<file path="config.mk">
export PLATFORM = sky130hd
export DESIGN_NAME = buf_rd_ctrl
export DESIGN_NICKNAME = d
export VERILOG_FILES = /design/src/rtl/buf_rd_ctrl.sv
export SDC_FILE = /design/constraint.sdc
export NUM_CORES = 1
export LEC_CHECK = 0
export BUFFER_PORTS_ARGS = -buffer_cell sky130_fd_sc_hd__buf_2
export CAP_MARGIN = 10
export CORE_MARGIN = 8
export CORE_UTILIZATION = 28
export CTS_CLUSTER_DIAMETER = 30
export CTS_CLUSTER_SIZE = 28
export DETAILED_ROUTE_END_ITERATION = 10
export PLACE_DENSITY = 0.57
export SLEW_MARGIN = 30
export SYNTH_ARGS = -nofsm -noshare
export SYNTH_HDL_FRONTEND = slang
export SYNTH_SLANG_ARGS = --single-unit
</file>
<file path="constraint.sdc">
create_clock -name clk -period 2.2 [get_ports clk]
set_clock_uncertainty 0.05 [all_clocks]
set_input_delay 0.22 -clock clk [delete_from_list [all_inputs] [get_ports clk]]
set_output_delay 0.22 -clock clk [all_outputs]
set_load 0.1 [all_outputs]
</file>
<file path="src/rtl/buf_rd_ctrl.sv">
// Buffer read controller: streams a tile of len words from address 0 through a
// 4-entry output FIFO, issuing reads only when FIFO space is guaranteed.
module buf_rd_ctrl #(
    parameter int unsigned AW = 10,
    parameter int unsigned DW = 32
) (
    input  logic          clk,
    input  logic          rst,
    input  logic          start,
    input  logic [AW:0]   len,
    output logic          busy,
    output logic          done,
    output logic          rd_en,
    output logic [AW-1:0] rd_addr,
    input  logic [DW-1:0] rd_data,
    output logic [DW-1:0] out_data,
    output logic          out_valid,
    input  logic          out_ready,
    output logic          process_ena,
    output logic          process_stall
);

    typedef enum logic [1:0] {
        S_IDLE,
        S_RUN,
        S_DRAIN
    } state_t;

    localparam logic [AW:0] ISSUE_ONE = 1;

    state_t        r_state;
    state_t        w_state_nxt;
    logic [AW:0]   r_len;
    logic [AW:0]   r_issued;
    logic          r_inflight;
    logic          r_done;
    logic [2:0]    r_count;
    logic [1:0]    r_wptr;
    logic [1:0]    r_rptr;
    logic [DW-1:0] r_mem [4];

    logic          w_rd_en;
    logic          w_push;
    logic          w_pop;
    logic          w_last;
    logic          w_drained;
    logic          w_load;
    logic          w_zero_done;
    logic [2:0]    w_credit;

    // Credit excludes this cycle's pop so rd_en never depends on out_ready.
    always_comb begin
        w_credit    = r_count + {2'b00, r_inflight};
        w_push      = r_inflight;
        w_pop       = (r_count != 3'd0) && out_ready;
        w_rd_en     = (r_state == S_RUN) && (r_issued < r_len) && (w_credit < 3'd4);
        w_last      = w_rd_en && ((r_issued + ISSUE_ONE) == r_len);
        w_drained   = (r_state == S_DRAIN) && (r_count == 3'd0) && !r_inflight;
        w_load      = (r_state == S_IDLE) && start && (len != '0);
        w_zero_done = (r_state == S_IDLE) && start && (len == '0);
    end

    always_comb begin
        w_state_nxt = r_state;
        case (r_state)
            S_IDLE:  if (w_load)    w_state_nxt = S_RUN;
            S_RUN:   if (w_last)    w_state_nxt = S_DRAIN;
            S_DRAIN: if (w_drained) w_state_nxt = S_IDLE;
            default:                w_state_nxt = S_IDLE;
        endcase
    end

    always_ff @(posedge clk or posedge rst) begin
        if (rst) begin
            r_state <= S_IDLE;
        end else begin
            r_state <= w_state_nxt;
        end
    end

    always_ff @(posedge clk or posedge rst) begin
        if (rst) begin
            r_len      <= '0;
            r_issued   <= '0;
            r_inflight <= 1'b0;
            r_done     <= 1'b0;
        end else begin
            r_inflight <= w_rd_en;
            r_done     <= w_drained || w_zero_done;
            if (w_load) begin
                r_len    <= len;
                r_issued <= '0;
            end else if (w_rd_en) begin
                r_issued <= r_issued + ISSUE_ONE;
            end
        end
    end

    always_ff @(posedge clk or posedge rst) begin
        if (rst) begin
            r_count <= '0;
            r_wptr  <= '0;
            r_rptr  <= '0;
        end else begin
            r_count <= r_count + {2'b00, w_push} - {2'b00, w_pop};
            if (w_push) r_wptr <= r_wptr + 2'd1;
            if (w_pop)  r_rptr <= r_rptr + 2'd1;
        end
    end

    always_ff @(posedge clk) begin
        if (w_push) r_mem[r_wptr] <= rd_data;
    end

    no_overflow: assert property (@(posedge clk) disable iff (rst) !(w_push && r_count == 3'd4));

    assign busy          = (r_state != S_IDLE);
    assign done          = r_done;
    assign rd_en         = w_rd_en;
    assign rd_addr       = r_issued[AW-1:0];
    assign out_data      = r_mem[r_rptr];
    assign out_valid     = (r_count != 3'd0);
    assign process_ena   = (r_state == S_RUN);
    assign process_stall = (r_state == S_RUN) && !w_rd_en;

endmodule

</file>
==> impl_metrics.csv <==
group,metric,value,unit
synthesis,synth-simple-area-share,5.57,%
sta,relSlewSlack,40.8,%
die,die_h,172,µm
clock_tree,cts-root-buf,"clkbuf_16",
route,drt_iter0_markers,222,
critical_path,worstPathRequired,1.93,ns
critical_path,rr_startpoint,"r_len[7]",
die,fp.coreArea,24100,µm²
critical_path,worstSetupEndpoint,"process_stall",
route,vias,4095,
global_routing,grt_pass1_wl,23900,µm
synthesis,synth_compound_area_share,5.02,%
critical_path,worst_r2r_path_depth,11,
place,place.port_buffers,94,
critical_path,r2r_end,"r_issued[5]",
sta,rsz0062_at_grt,"true",
cells_and_area,post-route-util,38.5,%
critical_path,slowest_delay,0.40,ns
clock_tree,clock_sinks,161,
critical_path,cp-startpoint,"r_len[4]",
status,violations,"negative setup slack",
global_routing,grt_max_degree,34,
global_routing,busiest_layer,"met2",
sta,worst_slack,-0.271,ns
cells_and_area,final_cells,910,
global_routing,gr-total-overflow,0,
synthesis,syn_area,6820,µm²
status,status,"finished with violations",
global_routing,grt_pass1_vias,4428,
clock_tree,numCtsBuffers,17,
global_routing,met1_usage,12.9,%
cells_and_area,drive_gt1_share,40.0,%
synthesis,synth_top_family_by_area,"multiplexers",
clock_tree,clk_latency,0.42,ns
synthesis,syn_area_per_cell,16.8,µm²
synthesis,ys_warn_count,0,
place,place_inst,822,
cells_and_area,final_common_cell,"edfxtp_1",
die,dieWidth,172,µm
global_routing,grt_usage,10.6,%
critical_path,setup.worst_path.start_class,"register",
cells_and_area,most-common-layout-cells,"edfxtp_1, buf_2, buf_4",
sta,hold_viol_final,0,
sta,max_freq,405,MHz
die,rows,57,
synthesis,synth.distinct_cells,52,
synthesis,muxShareOfSynthArea,10.7,%
synthesis,synth_edf_count,128,
place,placed_cell_area,7970,µm²
die,initial_utilization,28.3,%
critical_path,cp_cell_sequence,"inv_2, ha_4, a211oi_2, nor2_1, o31a_1, or2_4, clkinv_8, nor2_4, buf_12",
synthesis,ys_seq_elements,161,
sta,slew_viol_final,0,
route,route.detailed.drc,0,
synthesis,synth_nets,472,
synthesis,syn_inst,405,
clock_tree,clock_path_buffers,2,
clock_tree,cts_tree,"done",
route,drt_pre_antenna_iters,4,
synthesis,synthArstFlopShare,20.5,%
route,finalWirelength,15600,µm
min_path,hp-class,"in2reg",
place,gp_congestion,0.848,
route,post_drt_wl_per_cell,17.2,µm
clock_tree,cts.htree.levels,4,
route,drt-vias-per-instance,4.50,
cells_and_area,design_area,9290,µm²
critical_path,r2r_slack,-0.07,ns
global_routing,antenna_found_initial,1,
sta,worst_slew_pin_slew,0.887,ns
global_routing,grt_use_met3,2.72,%
global_routing,use_met2,18.0,%
critical_path,crit_type,"reg2out",
cells_and_area,nNetsFinal,639,
critical_path,arrival,2.20,ns
synthesis,synth-xor-area-share,2.57,%
sta,setup_viol,7,
critical_path,cpMaxStageDelayCell,"dfrtp_1",
die,ioPinCount,95,
job,drv_cap,0,
clock_tree,clk_pin_slew,0.07,ns
route,final_antenna_net_count,0,
cells_and_area,area_growth_syn_to_layout,36.2,%
synthesis,seq_area_frac_synth,68.4,%
sta,period_needed,2.47,ns
critical_path,path_max_fanout,3,
min_path,min_from,"len[3]",
die,die-area,29600,µm²
synthesis,synth_fa_ha_area_share,3.67,%
sta,period_share,112,%
place,dp_hpwl,10300,µm
synthesis,synthFlopType,"edfxtp_1",
critical_path,endpoint_kind,"primary output",
[final cells by class]
class | instances | area (µm²)
clock buffers | 17 | 425
multi-input cells | 193 | 2030
flip-flops and latches | 161 | 4670
fillers | 2231 | 14800
well taps | 324 | 405
repair buffers | 175 | 1510
inverters | 24 | 103
diodes | 1 | 2.50
clock inverters | 15 | 144
[registers in the layout, summed over array words and instances, names as in the netlist]
signal / count
r_state: 2
r_count: 3
r_wptr: 2
r_mem: 128
r_rptr: 2
done: 1
r_inflight: 1
r_issued: 11
r_len: 11
[cells in the mapped netlist (all sizes together), types with 4 or more instances]
cell type / n / share of area [%]
buf: 20 / 2.2
xor2: 12 / 1.5
nand3: 8 / 0.59
o21ai: 20 / 1.5
ha: 20 / 3.7
clkbuf: 7 / 0.39
nand2: 21 / 1.2
inv: 23 / 1.3
xnor2: 8 / 1.0
nor2: 12 / 0.66
and2: 5 / 0.46
edfxtp: 128 / 56
mux4: 32 / 11
a22o: 5 / 0.68
a21oi: 6 / 0.44
dfrtp: 33 / 12
and4: 5 / 0.64
and3: 4 / 0.39
[worst min path at each step]
stage	to	slack [ns]	cells past startpoint
3_3_place_gp	r_rptr[1]	0.32	3
6_report	r_len[3]	0.03	3
2_1_floorplan	r_mem[0][0]	0.27	0
4_1_cts	r_len[3]	0.003	3
3_5_place_dp	r_rptr[1]	0.32	3
5_1_grt	r_len[4]	0.05	3
[repair_timing]
action / in CTS / in global routing
endpoints found under the setup margin: 26 / 33
buffers inserted: 3 / 10
gates cloned: 0 / 1
hold endpoints to repair: 169 / 0
pin swaps: 3 / 9
resized for setup: 29 / 27
hold buffers: 41 / 0
[layer usage]
metal	up-vias	wire length [µm]
met5	-	0
met4	0	168
met3	13	961
met2	127	7820
met1	2074	6650
li1	1881	-
[stage by stage]
| stage | setup TNS [ns] | worst slack, ns | hold WS, ns |
|---|---|---|---|
| 2_1_floorplan | -0.0777 | -0.0777 | 0.269 |
| 3_3_place_gp | 0 | 0.0938 | 0.322 |
| 3_5_place_dp | 0 | 0.0462 | 0.324 |
| 4_1_cts | -0.577 | -0.285 | 0.00346 |
| 5_1_grt | -1.61 | -0.362 | 0.0467 |
| 6_report | -0.722 | -0.271 | 0.0307 |
[logic make-up (layout without fill, tap and decap cells)]
kind of cell | Yosys count | count (layout)
XOR/XNOR | 20 | 20
multiplexers | 33 | 33
AND/OR/NAND/NOR | 72 | 72
flip-flops | 161 | 161
other | 0 | 1
buffers and inverters | 51 | 231
AO/OA/AOI/OAI | 48 | 48
adder cells (fa/ha/maj) | 20 | 20
[critical path: cells and delay by family (launching register included)]
family | cells | cell delay [ns]
simple gates | 3 | 0.39
buf+inv | 3 | 0.32
fa+ha+maj | 1 | 0.20
flops | 1 | 0.40
compound gates | 2 | 0.48
Power is left out: the tool's default activity adds up to more than one toggle a clock period on the data nets, which glitch-free logic cannot reach.
